`src/rtl/fifo_pkg.sv`:
```
// Shared definitions for the FIFO control slice: state encoding and default pointer width.
package fifo_pkg;

    localparam int AW_DEF = 4;

    localparam logic [1:0] ST_EMPTY  = 2'd0;
    localparam logic [1:0] ST_ACTIVE = 2'd1;
    localparam logic [1:0] ST_FULL   = 2'd2;
    localparam logic [1:0] ST_FLUSH  = 2'd3;

    typedef enum logic [1:0] {
        S_EMPTY  = ST_EMPTY,
        S_ACTIVE = ST_ACTIVE,
        S_FULL   = ST_FULL,
        S_FLUSH  = ST_FLUSH
    } state_e;

endpackage

```
`src/rtl/fifo_if.sv`:
```
// Request/acknowledge, pointer-control and status bundle between the FIFO controller and its users.
interface fifo_if
    import fifo_pkg::*;
#(
    parameter int AW = AW_DEF
);
    logic          wr_req;
    logic          rd_req;
    logic          flush;
    logic          err_clr;
    logic          wr_ack;
    logic          rd_ack;
    logic          mem_we;
    logic          inc_wr_ptr;
    logic          inc_rd_ptr;
    logic          clr_wr_ptr;
    logic          clr_rd_ptr;
    logic [AW:0]   count;
    logic          full;
    logic          empty;
    logic          overflow;
    logic          underflow;

    // Controller side
    modport slave (
        input  wr_req, rd_req, flush, err_clr,
        output wr_ack, rd_ack, mem_we, inc_wr_ptr, inc_rd_ptr,
        output clr_wr_ptr, clr_rd_ptr, count, full, empty, overflow, underflow
    );

    // Producer/consumer/datapath side
    modport master (
        output wr_req, rd_req, flush, err_clr,
        input  wr_ack, rd_ack, mem_we, inc_wr_ptr, inc_rd_ptr,
        input  clr_wr_ptr, clr_rd_ptr, count, full, empty, overflow, underflow
    );

endinterface

```
`src/rtl/fifo_occ_cnt.sv`:
```
// Up/down occupancy counter with synchronous clear; also exposes its next value so the
// controller FSM can decide its next state from the same edge's update.
module fifo_occ_cnt
    import fifo_pkg::*;
#(
    parameter int AW = AW_DEF
) (
    input  logic        ck,
    input  logic        clr_i,
    input  logic        up_i,
    input  logic        dn_i,
    output logic [AW:0] count_o,
    output logic [AW:0] count_d_o,
    output logic        full_o,
    output logic        empty_o
);

    localparam logic [AW:0] DEPTH_C = {1'b1, {AW{1'b0}}};
    localparam logic [AW:0] ONE_C   = {{AW{1'b0}}, 1'b1};

    logic [AW:0] count_q;
    logic [AW:0] count_d;
    logic        full_q;
    logic        empty_q;

    // Simultaneous up and down cancel out.
    always_comb begin
        count_d = count_q;
        if (clr_i) begin
            count_d = '0;
        end else if (up_i && !dn_i) begin
            count_d = count_q + ONE_C;
        end else if (dn_i && !up_i) begin
            count_d = count_q - ONE_C;
        end
    end

    always_ff @(posedge ck) begin
        count_q <= count_d;
        full_q  <= (count_d == DEPTH_C);
        empty_q <= (count_d == '0);
    end

    assign count_o   = count_q;
    assign count_d_o = count_d;
    assign full_o    = full_q;
    assign empty_o   = empty_q;

endmodule

```
`src/rtl/fifo_ctrl.sv`:
```
// FIFO control: accepts/rejects requests, drives pointer clr/inc and RAM write enable,
// runs the EMPTY/ACTIVE/FULL/FLUSH state machine and keeps sticky overflow/underflow flags.
module fifo_ctrl
    import fifo_pkg::*;
#(
    parameter int AW = AW_DEF
) (
    input  logic  ck,
    input  logic  reset,
    fifo_if.slave bus
);

    localparam logic [AW:0] DEPTH_C = {1'b1, {AW{1'b0}}};

    state_e      state_q;
    state_e      state_d;
    logic        overflow_q;
    logic        overflow_d;
    logic        underflow_q;
    logic        underflow_d;

    logic        in_flush;
    logic        wr_ack;
    logic        rd_ack;
    logic        cnt_clr;
    logic [AW:0] count;
    logic [AW:0] count_d;
    logic        full;
    logic        empty;

    assign in_flush = (state_q == S_FLUSH);

    // A full FIFO rejects writes even when a read is accepted alongside; likewise for empty.
    assign wr_ack = bus.wr_req & ~full  & ~bus.flush & ~in_flush & ~reset;
    assign rd_ack = bus.rd_req & ~empty & ~bus.flush & ~in_flush & ~reset;

    // Occupancy drops to zero at the flush edge; the pointers follow one cycle later.
    assign cnt_clr = reset | (bus.flush & ~in_flush);

    fifo_occ_cnt #(
        .AW (AW)
    ) u_occ (
        .ck        (ck),
        .clr_i     (cnt_clr),
        .up_i      (wr_ack),
        .dn_i      (rd_ack),
        .count_o   (count),
        .count_d_o (count_d),
        .full_o    (full),
        .empty_o   (empty)
    );

    always_comb begin
        state_d = state_q;
        case (state_q)
            S_FLUSH: state_d = S_EMPTY;
            default: begin
                if (bus.flush) begin
                    state_d = S_FLUSH;
                end else if (count_d == '0) begin
                    state_d = S_EMPTY;
                end else if (count_d == DEPTH_C) begin
                    state_d = S_FULL;
                end else begin
                    state_d = S_ACTIVE;
                end
            end
        endcase
    end

    // Setting wins over err_clr in the same cycle.
    always_comb begin
        overflow_d  = overflow_q;
        underflow_d = underflow_q;
        if (bus.wr_req && full && !bus.flush) begin
            overflow_d = 1'b1;
        end else if (bus.err_clr) begin
            overflow_d = 1'b0;
        end
        if (bus.rd_req && empty && !bus.flush) begin
            underflow_d = 1'b1;
        end else if (bus.err_clr) begin
            underflow_d = 1'b0;
        end
    end

    always_ff @(posedge ck) begin
        if (reset) begin
            state_q     <= S_EMPTY;
            overflow_q  <= 1'b0;
            underflow_q <= 1'b0;
        end else begin
            state_q     <= state_d;
            overflow_q  <= overflow_d;
            underflow_q <= underflow_d;
        end
    end

    assign bus.wr_ack     = wr_ack;
    assign bus.rd_ack     = rd_ack;
    assign bus.mem_we     = wr_ack;
    assign bus.inc_wr_ptr = wr_ack;
    assign bus.inc_rd_ptr = rd_ack;
    assign bus.clr_wr_ptr = reset | in_flush;
    assign bus.clr_rd_ptr = reset | in_flush;
    assign bus.count      = count;
    assign bus.full       = full;
    assign bus.empty      = empty;
    assign bus.overflow   = overflow_q;
    assign bus.underflow  = underflow_q;

endmodule

```
`src/flat_wrapper.sv`:
```
// flat-port wrapper written by rule: the top's interface ports become plain ports
module fifo_ctrl_flat import fifo_pkg::*;
#(
    parameter int AW = AW_DEF
)
  (ck, reset, bus_wr_req, bus_rd_req, bus_flush, bus_err_clr, bus_wr_ack, bus_rd_ack, bus_mem_we, bus_inc_wr_ptr, bus_inc_rd_ptr, bus_clr_wr_ptr, bus_clr_rd_ptr, bus_count, bus_full, bus_empty, bus_overflow, bus_underflow);
  fifo_if #(.AW(AW)) bus_i ();
  input  logic ck;
  input  logic reset;
  input wire logic [$bits(bus_i.wr_req)-1:0] bus_wr_req;
  input wire logic [$bits(bus_i.rd_req)-1:0] bus_rd_req;
  input wire logic [$bits(bus_i.flush)-1:0] bus_flush;
  input wire logic [$bits(bus_i.err_clr)-1:0] bus_err_clr;
  output wire logic [$bits(bus_i.wr_ack)-1:0] bus_wr_ack;
  output wire logic [$bits(bus_i.rd_ack)-1:0] bus_rd_ack;
  output wire logic [$bits(bus_i.mem_we)-1:0] bus_mem_we;
  output wire logic [$bits(bus_i.inc_wr_ptr)-1:0] bus_inc_wr_ptr;
  output wire logic [$bits(bus_i.inc_rd_ptr)-1:0] bus_inc_rd_ptr;
  output wire logic [$bits(bus_i.clr_wr_ptr)-1:0] bus_clr_wr_ptr;
  output wire logic [$bits(bus_i.clr_rd_ptr)-1:0] bus_clr_rd_ptr;
  output wire logic [$bits(bus_i.count)-1:0] bus_count;
  output wire logic [$bits(bus_i.full)-1:0] bus_full;
  output wire logic [$bits(bus_i.empty)-1:0] bus_empty;
  output wire logic [$bits(bus_i.overflow)-1:0] bus_overflow;
  output wire logic [$bits(bus_i.underflow)-1:0] bus_underflow;
  assign bus_i.wr_req = bus_wr_req;
  assign bus_i.rd_req = bus_rd_req;
  assign bus_i.flush = bus_flush;
  assign bus_i.err_clr = bus_err_clr;
  assign bus_wr_ack = bus_i.wr_ack;
  assign bus_rd_ack = bus_i.rd_ack;
  assign bus_mem_we = bus_i.mem_we;
  assign bus_inc_wr_ptr = bus_i.inc_wr_ptr;
  assign bus_inc_rd_ptr = bus_i.inc_rd_ptr;
  assign bus_clr_wr_ptr = bus_i.clr_wr_ptr;
  assign bus_clr_rd_ptr = bus_i.clr_rd_ptr;
  assign bus_count = bus_i.count;
  assign bus_full = bus_i.full;
  assign bus_empty = bus_i.empty;
  assign bus_overflow = bus_i.overflow;
  assign bus_underflow = bus_i.underflow;
  fifo_ctrl #(.AW(AW)) u_core (.ck(ck), .reset(reset), .bus(bus_i));
endmodule
```
`config.mk`:
```
export PLATFORM = sky130hd
export DESIGN_NAME = fifo_ctrl_flat
export DESIGN_NICKNAME = d
export VERILOG_FILES = /design/src/rtl/fifo_pkg.sv /design/src/rtl/fifo_if.sv /design/src/rtl/fifo_occ_cnt.sv /design/src/rtl/fifo_ctrl.sv /design/src/flat_wrapper.sv
export SDC_FILE = /design/constraint.sdc
export NUM_CORES = 1
export LEC_CHECK = 0
export ABC_AREA = 0
export ABC_CLOCK_PERIOD_IN_PS = 2500
export BUFFER_PORTS_ARGS = -buffer_cell sky130_fd_sc_hd__buf_2
export CORE_MARGIN = 5
export CORE_UTILIZATION = 46
export CTS_BUF_LIST = sky130_fd_sc_hd__clkbuf_4 sky130_fd_sc_hd__clkbuf_8 sky130_fd_sc_hd__clkbuf_16
export DETAILED_ROUTE_END_ITERATION = 8
export GPL_TIMING_DRIVEN = 0
export PLACE_DENSITY = 0.75
export SLEW_MARGIN = 5
export SYNTH_ARGS = -nofsm -noshare
export SYNTH_HDL_FRONTEND = slang
export SYNTH_SLANG_ARGS = --single-unit
export TNS_END_PERCENT = 50
```
`constraint.sdc`:
```
create_clock -name ck -period 2.5 [get_ports ck]
set_input_delay 0.5 -clock ck [delete_from_list [all_inputs] [get_ports ck]]
set_output_delay 0.5 -clock ck [all_outputs]
set_load 0.05 [all_outputs]
```
==> summary.txt <==
Global route
  – GRT Total Usage: 14.5%
  – First-pass GRT wire length: 2210 µm
  – Antenna violations before repair: 0
  – Pin count of the biggest net entering global routing: 9
  – Number of global-route vias before repair: 522
  – Grt total ovfl: 0

STA
  – Final setup skew: ~0.0047 ns
  – Slew headroom: 71.1%
  – Final hold vios: 0
  – RSZ-0062 raised after global routing: no
  – Max-slew violations: 0
  – Min Tclk post-route: 2.26 ns
  – Setup violations, final: 0
  – Period utilisation layout: between 90% and 100%
  – Worst Tran Pin Value: ~0.43 ns
  – F_max: between 400 and 500 MHz

Floorplanning
  – Die Ht: 46.7 µm
  – Row count: 13
  – Die area: 2180 µm²
  – Die width: 46.7 µm
  – Core Area: 1280 µm²
  – Initial Util: 48.1%
  – I/O pins: 22

Synth
  – Sequential-to-total area share from yosys stat: a little over a third
  – Yosys Warn Count: 0
  – Number of distinct library cells after synthesis: 31
  – Syn Inst Count: 68
  – Mapped cell area: 618 µm²
  – Flops & latches, synth: 11
  – Syn_nets: 76
  – Post-synth top area share: a little over a third
  – Top post-synthesis cells by area: dfxtp_1 36%, mux2i_1 4.9%, buf_4 4.9%, nand2_1 4.9%, a21oi_1 4.0%
  – Dominant cell type by area after synthesis: dfxtp_1
  – Mean Syn Cell Area: 9.09 µm²

Placement
  – Hpwl dp: 1050 µm
  – IO Port Bufs: 21
  – RD Place Congestion: 0.746
  – DP Cell Count: 104

Cells and area
  – ANT cells: 0
  – Area growth syn-to-layout: 27.3%
  – Layout cells sized above 1: 40.9%
  – Nets: 102
  – Post-route non-filler standard cell count: 108

CTS
  – CTS Buf Count: 3
  – Clock Sinks: 11
  – # hold bufs at CTS: 0
  – Clock Latency Late Sink: 0.27 ns
  – Number of gates resized after CTS: 0
  – Setup Buffers After CTS: 0
  – Clk root buf: clkbuf_4
  – Max clock buf depth: 2
  – Clk slew on worst S/H paths: about 0.070 ns
  – H-Tree Depth: 1
  – TritonCTS clock tree: yes

Route
  – Remaining antenna violation count after routing: 0
  – Detailed Routing Iterations Pass 1: 4
  – Met3 WL post-DR: 113 µm
  – Final wirelength: 1340 µm
  – DRC: 0
  – Highest Signal Layer: met4
  – Initial DRC count: 8
  – Met1 Wirelength: 577 µm
  – Routed via count: 564
  – Via/cell ratio: around 5.2
  – Met2 WL: 623 µm
  – DR WL/cell: 12.4 µm

Power
  – Power Total: 474 µW
  – Switching share of power: 35.8%
  – P_int: 304 µW
  – Max VDD drop: between 0.0004 and 0.0005 V
  – Leak: roughly 0.34 nW
  – Gate power share: between 20 and 30%
  – NetSw: 169 µW
  – Sequential share of power: between 40% and 50%
  – P per Cell Area: approximately 600 nW/µm²
  – Clock share of power: ~28%

Hold path
  – Worst Hold End: u_core.bus.overflow
  – Hold Crit Depth: 2
  – Hold_sp: reset
  – Worst hold path type: primary input to flop

Critical path
  – CP Class: primary input to flop
  – Worst Path Required: 2.69 ns
  – CP Capture Type: flop
  – WP data arrival: 2.45 ns
  – R2R setup slack: 0.25 ns
  – Critical R2R Capture: u_core.state_q[1]
  – Crit path launch type: primary input
  – Reg2Reg Depth: 7
  – Critical-path maximum fanout: 8
  – Reg2reg start: u_core.u_occ.count_o[0]

Run status
  – Run status: completed

Job
  – Max cap viols: 0
==> per-layer routing <==
layer / global-route usage [%] / up-vias
li1: - / 288
met1: 16.4 / 252
met2: 24.2 / 19
met3: 3.91 / 5
met4: 8.29 / 0
met5: 0 / -
==> through the flow <==
| stage | setup TNS, ns | hold slack [ns] | setup WS (ns) | util, % | cell area (µm²) |
|---|---|---|---|---|---|
| floorplan | 0 | 0.558 | 0.0536 | - | 633 |
| global placement | -0.0148 | 0.458 | -0.0148 | 58.9 | 757 |
| detailed placement | -0.0753 | 0.456 | -0.0413 | 58.9 | 757 |
| CTS | 0 | 0.458 | 0.236 | 61.2 | 787 |
| global route | 0 | 0.472 | 0.125 | 61.2 | 787 |
| finish | 0 | 0.461 | 0.236 | 61.2 | 787 |
==> worst max-delay path by stage <==
stage                                  startpoint           endpoint  slack [ns]  cells after the start
after floorplan           u_core.u_occ.count_o[0]  u_core.state_q[0]        0.05                      7
after global placement                  bus_flush  u_core.state_q[1]       -0.01                      7
after detailed placement                bus_flush  u_core.state_q[1]       -0.04                      7
after CTS                               bus_flush  u_core.state_q[1]        0.24                      7
after global routing      u_core.u_occ.count_o[0]  u_core.state_q[0]        0.12                      7
final                                   bus_flush  u_core.state_q[1]        0.24                      7
==> logic make-up (layout without fill, tap and decap cells) <==
| kind of cell | count (synthesis) | in the layout | share of synthesized area [%] |
|---|---|---|---|
| xor gates and xnor gates | 2 | 2 | 2.83 |
| muxes | 3 | 3 | 4.86 |
| AOI/OAI and AO/OA | 13 | 13 | 17.4 |
| DFF | 11 | 11 | 35.6 |
| and+or+nand+nor | 30 | 30 | 28.5 |
| adders and majority gates | 2 | 2 | 4.05 |
| buffers and inverters | 7 | 32 | 6.68 |
==> synth_stat cells (all sizes together) <==
master / number
dfxtp: 11
nand2: 8
a21oi: 6
buf: 4
nor2: 4
inv: 3
mux2i: 3
nand2b: 3
ha: 2
nand3b: 2
nand4: 2
nor3b: 2
o22ai: 2
or3b: 2
or4: 2
xnor2: 2
a31o: 1
a32o: 1
and2: 1
nand3: 1
nor2b: 1
o21a: 1
o22a: 1
o31ai: 1
or2b: 1
or3: 1
==> power by group through the flow <==
stage | Combinational, mW | Clock, mW | Sequential (mW)
floorplan | 0.0776 | 0 | 0.235
CTS | 0.140 | 0.138 | 0.201
detailed placement | 0.140 | 0 | 0.205
finish | 0.139 | 0.134 | 0.201
global placement | 0.138 | 0 | 0.204
global route | 0.149 | 0.147 | 0.203
==> state kept, by name, indices dropped and copies added, names as in the netlist <==
register              flops
u_core.state_q            2
u_core.bus.overflow       1
u_core.bus.underflow      1
u_core.u_occ.count_o      5
u_core.u_occ.full_o       1
u_core.u_occ.empty_o      1
==> layout by cell type (no fill, tap or decap), types with 2 or more instances in the layout <==
master	n
buf_2	21
dfxtp_1	11
nand2_1	8
a21oi_1	5
buf_4	4
clkbuf_4	4
mux2i_1	3
nand2b_1	3
nor2_4	2
inv_1	2
nor3b_1	2
nor2_1	2
nand4_1	2
xnor2_1	2
nand3b_1	2
ha_1	2
==> area by class of cell <==
cell class / count / area (µm²)
well taps: 15 / 18.8
clock buffers: 4 / 30.0
repair buffers: 21 / 105
inverters: 3 / 11.3
flip-flops and latches: 11 / 220
multi-input cells: 50 / 372
plain buffers: 4 / 30.0
fillers: 117 / 498
==> worst max-delay path, stage by stage <==
cell and delay, ns:
buf_2 0.14, or3b_1 0.45, and2_1 0.19, a32o_1 0.23, mux2i_1 0.14, or4_4 0.58
o31ai_2 0.22
Note: power is estimated with default switching activity, not from simulation.
